==> src/rtl/operand_fetch_ctrl.sv <==
// Operand fetch sequencer: reads both ALU source operands through one shared
// register-file read port, bypasses same-cycle writes, and hands off via valid/ready.
module operand_fetch_ctrl #(
    parameter int unsigned DW = 8,
    parameter int unsigned SW = 6
) (
    input  logic          clk,
    input  logic          rst,
    input  logic          req_valid,
    output logic          req_ready,
    input  logic [SW-1:0] src1sel,
    input  logic [SW-1:0] src2sel,
    output logic [SW-1:0] portsel,
    input  logic [DW-1:0] portdata,
    input  logic          wren,
    input  logic [4:0]    wrsel,
    input  logic [DW-1:0] wrdata,
    output logic [DW-1:0] op1,
    output logic [DW-1:0] op2,
    output logic          op_valid,
    input  logic          op_ready
);

    typedef enum logic [1:0] {
        IDLE,
        FETCH1,
        FETCH2,
        DONE
    } state_t;

    state_t        state;
    state_t        next_state;
    logic [SW-1:0] sel1;
    logic [SW-1:0] sel2;
    logic          bypass;
    logic [DW-1:0] fetched;

    always_ff @(posedge clk) begin
        if (rst) state <= IDLE;
        else     state <= next_state;
    end

    always_comb begin
        next_state = state;
        req_ready  = 1'b0;
        portsel    = '0;
        op_valid   = 1'b0;
        case (state)
            IDLE: begin
                req_ready = !rst;
                if (req_valid) next_state = FETCH1;
            end
            FETCH1: begin
                portsel    = sel1;
                next_state = (sel1 == sel2) ? DONE : FETCH2;
            end
            FETCH2: begin
                portsel    = sel2;
                next_state = DONE;
            end
            DONE: begin
                op_valid = 1'b1;
                if (op_ready) next_state = IDLE;
            end
            default: next_state = IDLE;
        endcase
    end

    // Only register selects (< 32) can be bypassed; constant selects never match.
    assign bypass  = wren && (portsel[SW-1:5] == '0) && (wrsel == portsel[4:0]);
    assign fetched = bypass ? wrdata : portdata;

    always_ff @(posedge clk) begin
        if (rst) begin
            sel1 <= '0;
            sel2 <= '0;
            op1  <= '0;
            op2  <= '0;
        end else begin
            case (state)
                IDLE: begin
                    if (req_valid) begin
                        sel1 <= src1sel;
                        sel2 <= src2sel;
                    end
                end
                FETCH1: begin
                    op1 <= fetched;
                    if (sel1 == sel2) op2 <= fetched;
                end
                FETCH2:  op2 <= fetched;
                default: ;
            endcase
        end
    end

endmodule

==> config.mk <==
export PLATFORM = sky130hd
export DESIGN_NAME = operand_fetch_ctrl
export DESIGN_NICKNAME = d
export VERILOG_FILES = /design/src/rtl/operand_fetch_ctrl.sv
export SDC_FILE = /design/constraint.sdc
export NUM_CORES = 1
export LEC_CHECK = 0
export BUFFER_PORTS_ARGS = -buffer_cell sky130_fd_sc_hd__buf_2
export CAP_MARGIN = 20
export CELL_PAD_IN_SITES_DETAIL_PLACEMENT = 1
export CELL_PAD_IN_SITES_GLOBAL_PLACEMENT = 2
export CORE_MARGIN = 2
export CORE_UTILIZATION = 23
export DETAILED_ROUTE_END_ITERATION = 8
export GPL_ROUTABILITY_DRIVEN = 0
export PLACE_DENSITY = 0.78
export SLEW_MARGIN = 15
export SYNTH_ARGS = -nofsm -noshare
export SYNTH_HDL_FRONTEND = slang
export SYNTH_SLANG_ARGS = --single-unit
==> constraint.sdc <==
create_clock -name clk -period 2.05 [get_ports clk]
set_input_delay 0.41 -clock clk [delete_from_list [all_inputs] [get_ports clk]]
set_output_delay 0.41 -clock clk [all_outputs]
set_load 0.01 [all_outputs]
## Word-level counts from Yosys, hierarchy flattened

Index checks and enable logic that the tools add are counted.

- $add $sub $neg: 0
- Multipliers: 0
- Divide/modulo/power cells: 0
- Magnitude comparators: 0
- Equality and inequality tests: 8
- Shifts and indexed selects: 0
- Mux-type cells: 10
- Bitwise gates (word level): 1
- Reductions and logical operators: 8

Operators by type and width:

| cell | count |
|---|---|
| 2-to-1 mux 8 bit | 2 |
| one-hot mux 8 bit (2 select lines) | 1 |
| one-hot mux 6 bit (2 select lines) | 1 |
| one-hot mux 2 bit (4 select lines) | 1 |
| equality test 6 bit | 1 |
| inequality test 2 bit, second input constant | 3 |
| AND reduction 2 bit | 3 |
| equality test 5 bit | 1 |
| equality test 2 bit, second input constant | 2 |
| 2-to-1 mux 2 bit | 2 |
| 2-to-1 mux 1 bit | 3 |
| equality test 2 x 1 -> 1 bit, second input constant | 1 |
| logical AND 1 bit | 2 |
| zero test 2 bit | 1 |
| nonzero test 2 bit | 1 |
| zero test 1 bit | 1 |
| inverter 1 bit | 1 |

- Bits in registers: 30
- Bits in latches: 0
- Bits in writable memories: 0
- ROM bits: 0
- Output and inout bits: 24
- Word-level logic and storage cells: 32
- Memories kept: 0

## Logic depth before layout (Yosys ltp)

- Depth after elaboration: 8
- Mapped depth: 9
- Mapped depth without buffers: 8

## Worst setup path after synthesis

Ideal clock, no wire load.

- Path type: register to register
- From: register state[1]
- To: register op1[4]
- Data arrival time: 2.038 ns
- Setup slack: -0.073 ns
- Cell stages (with the launch flop): 10
- Path buffers: 1
- Clock period less this slack: 2.123 ns
- Cells stage by stage: dfxtp_1 > inv_1 > ha_1 > inv_2 > buf_2 > o21a_1 > nor4b_4 > nand4_4 > mux2i_1 > a211oi_1

- Word-level cells in the longest chain between the ends: 6

RTL lines:

| item | line | text |
|---|---|---|
| start: declaration | 31 | `state_t state;` |
| start signal: assignment | 40 | `else state <= next_state;` |
| parallel branches: the longest is 6 deep, another holds 2-to-1 mux 8 bit | -- |  |
| end signal: assignment | 88 | `op1 <= fetched;` |
| end: declaration | 18 | `output logic [DW-1:0] op1,` |

Parallel ways; which one is timed is not known.
A chain may end at the register's enable or synchronous reset.

## Worst setup path in the final report

- From: register state[0]
- To: register op2[6]

- Word-level cells in the longest chain between the ends: 8

RTL lines:

| item | line | text |
|---|---|---|
| parallel branches: the longest is 8 deep, another holds 2-to-1 mux 8 bit | -- |  |
| end signal: assignment | 89 | `if (sel1 == sel2) op2 <= fetched;` |
| end signal: assignment | 91 | `FETCH2: op2 <= fetched;` |
| end: declaration | 19 | `output logic [DW-1:0] op2,` |

Parallel ways; which one is timed is not known. The select of a mux whose other input is x is not followed.

==> results.cfg <==
[yosys]
synth_flop_cell = dfxtp_1
synth_area_mm2 = 0.00144
synth_top_family_by_area = simple AND/OR/NAND/NOR gates
synthCells = 167
ys_ff_latch = 30
synth_xor_area_frac = 0.0539
muxShareOfSynthArea = 0.0626
synth_edf_count = 0
yosys_warnings = 0
synth_fp_nets = 210
synth_fa_ha_area_frac = 0.0434
synth-compound-area-share = 0.174
postSynthAreaPerCell_um2 = 8.62
yosysSeqAreaShare = 0.417
async_reset_ff_frac = 0
synth_simple_gate_area_frac = 0.212
post_synth_num_cell_types = 30

[flow_run]
drv_cap = 0

[floorplan]
pin_count = 62
dieArea_mm2 = 0.00691
rows = 28
die-width_um = 83.1
core_mm2 = 0.00599
die_y_um = 83.1
initial_core_util = 0.240

[status]
status = complete, but fails checks
violations = negative setup slack

[clock_network]
clockBufferDepth = 2
cts_htree_levels = 2
cts_inserted_buffers = 5
tritoncts = done
hold_buffers = 0
root_buffer = clkbuf_8
clock_sinks = 30
worstSkewPairLatency_ps = 280
path_clk_slew_ps = 70

[timing]
finClkSkew_ps = 7.38
hold_viol = 0
setup_violations = 4
max_clock_freq_mhz = 484
tightest_slew_ps = 676
fin_crit_ps = 2070
max-slew-margin-rel = 0.548
period_share = 1.01
fin_setup_tns_ps = -47.7
fin_ws_ps = -15.9
rsz0062_at_grt = yes
slew_violations = 0

[power_and_ir_drop]
ir_worst_vdd_mv = 0.533
p_leak_nw = 1.02
power.density_mw_per_mm2 = 1370

[final_layout]
most-common-layout-cells = buf_2 (61), nand2_1 (33), dfxtp_1 (28)
final_cells = 323
num-fill-cells = 710
nets = 290
diodes = 0
finish.utilization = 0.375
final_cell_area_mm2 = 0.00224
syn_to_final_growth_pct = 55.9
layout-drive-gt1-share = 0.464
final_common_cell = buf_2

[detailed_routing]
via_per_inst = 4.57
wire_per_inst_um = 14.4
antenna_left = 0
vias = 1475
drt_iter0_markers = 30
drt_pass1_iterations = 4
drc_errors = 0
wirelength_um = 4660

[place]
place_area_mm2 = 0.00191
post-place-cells = 308
post-dp-hpwl_um = 3350
port_buffers = 61
pre_cts_slack_ps = -261

[global_routing]
grt_max_degree = 25
grt_pass1_wl_um = 7820
grt_pass1_vias = 1579
antenna_found_initial = 0
grt-ovfl-total = 0
grt_use_total = 0.141

[worst_setup_path]
critPathMaxFanout = 8
cp_data_required_time_ps = 2200
cp-start-kind = register
worstPathArrival_ps = 2210
crit_type = reg2reg
crit_path_end_kind = register

[hold_path]
hold_path.class = in2reg
## area by class of cell
class                      count  area (um^2)  area share
inverter                       5         28.8      0.0128
clock buffer                   6         82.6      0.0368
clock inverter                 2         60.1      0.0268
timing repair buffer          81          472       0.210
tap                           75         93.8      0.0418
multi-input combinational    124          902       0.402
sequential                    30          606       0.270
## metal layers
metal | wire, um | part of all wire | global-route usage | vias up
met2 | 2190 | 0.47 | 0.225 | 40
met5 | 0 | 0 | 0 | -
met4 | 70 | 0.015 | 0.0492 | 0
li1 | - | - | - | 742
met1 | 2180 | 0.47 | 0.186 | 689
met3 | 216 | 0.046 | 0.0358 | 4
## state kept, by name (all words and copies together), names as in the netlist
| signal | count |
|---|---|
| sel2 | 6 |
| op1 | 8 |
| sel1 | 6 |
| op2 | 8 |
| state | 2 |
## metrics by stage
step                      hold slack, ps  total power, W
final                                363         0.00307
after CTS                            369         0.00299
after floorplan                      461         0.00157
after detailed placement             450         0.00202
after global placement               449         0.00199
after global routing                 374         0.00331
## kinds of logic after synthesis
| group | Yosys count |
|---|---|
| AND/OR/NAND/NOR | 61 |
| AO/OA/AOI/OAI | 41 |
| flip-flops | 30 |
| buffers and inverters | 13 |
| multiplexers | 9 |
| XOR/XNOR | 8 |
| adder cells (fa/ha/maj) | 5 |
## where the power goes
part           switching (W)  internal, W
clock network       0.000232     0.000518
logic               0.000781     0.000651
registers           0.000130     0.000762
total                0.00114      0.00193
## final timing paths
kind | slack (ps) | start | depth (start not counted) | endpoint
min | 360 | src2sel[1] | 3 | sel2[1]
min reg2reg | 450 | op2[4] | 2 | op2[4]
max | -20 | state[0] | 10 | op2[6]
max reg2reg | -20 | state[0] | 10 | op2[6]
## worst max-delay path: stages (launching register included)
cell and delay, ps:
dfxtp_4 380, inv_4 50, ha_4 290, inv_6 50, buf_4 130, nor3_2 150
and4bb_1 260, nand4_4 110, buf_12 150, mux2i_2 260, o21ai_1 90
## cells in the mapped netlist (3+ instances only)
| library cell | instances | share of area |
|---|---|---|
| dfxtp_1 | 30 | 0.42 |
| o21ai_1 | 3 | 0.010 |
| inv_1 | 4 | 0.010 |
| xor2_1 | 3 | 0.018 |
| o21ai_0 | 8 | 0.028 |
| xnor2_1 | 4 | 0.024 |
| clkbuf_1 | 6 | 0.016 |
| a22oi_1 | 7 | 0.036 |
| nor2_1 | 14 | 0.036 |
| mux2i_1 | 9 | 0.063 |
| a211oi_1 | 9 | 0.047 |
| nand2_1 | 33 | 0.086 |
| a21oi_1 | 12 | 0.042 |
| ha_1 | 5 | 0.043 |
| nor3_1 | 4 | 0.014 |
## repair_timing
item                                    4_1_cts  5_1_grt
buffers inserted                              4        3
gates resized for setup                      18       16
endpoints found under the setup margin       18       17
pin swaps                                    14        9
(Power assumes the default switching activity.)
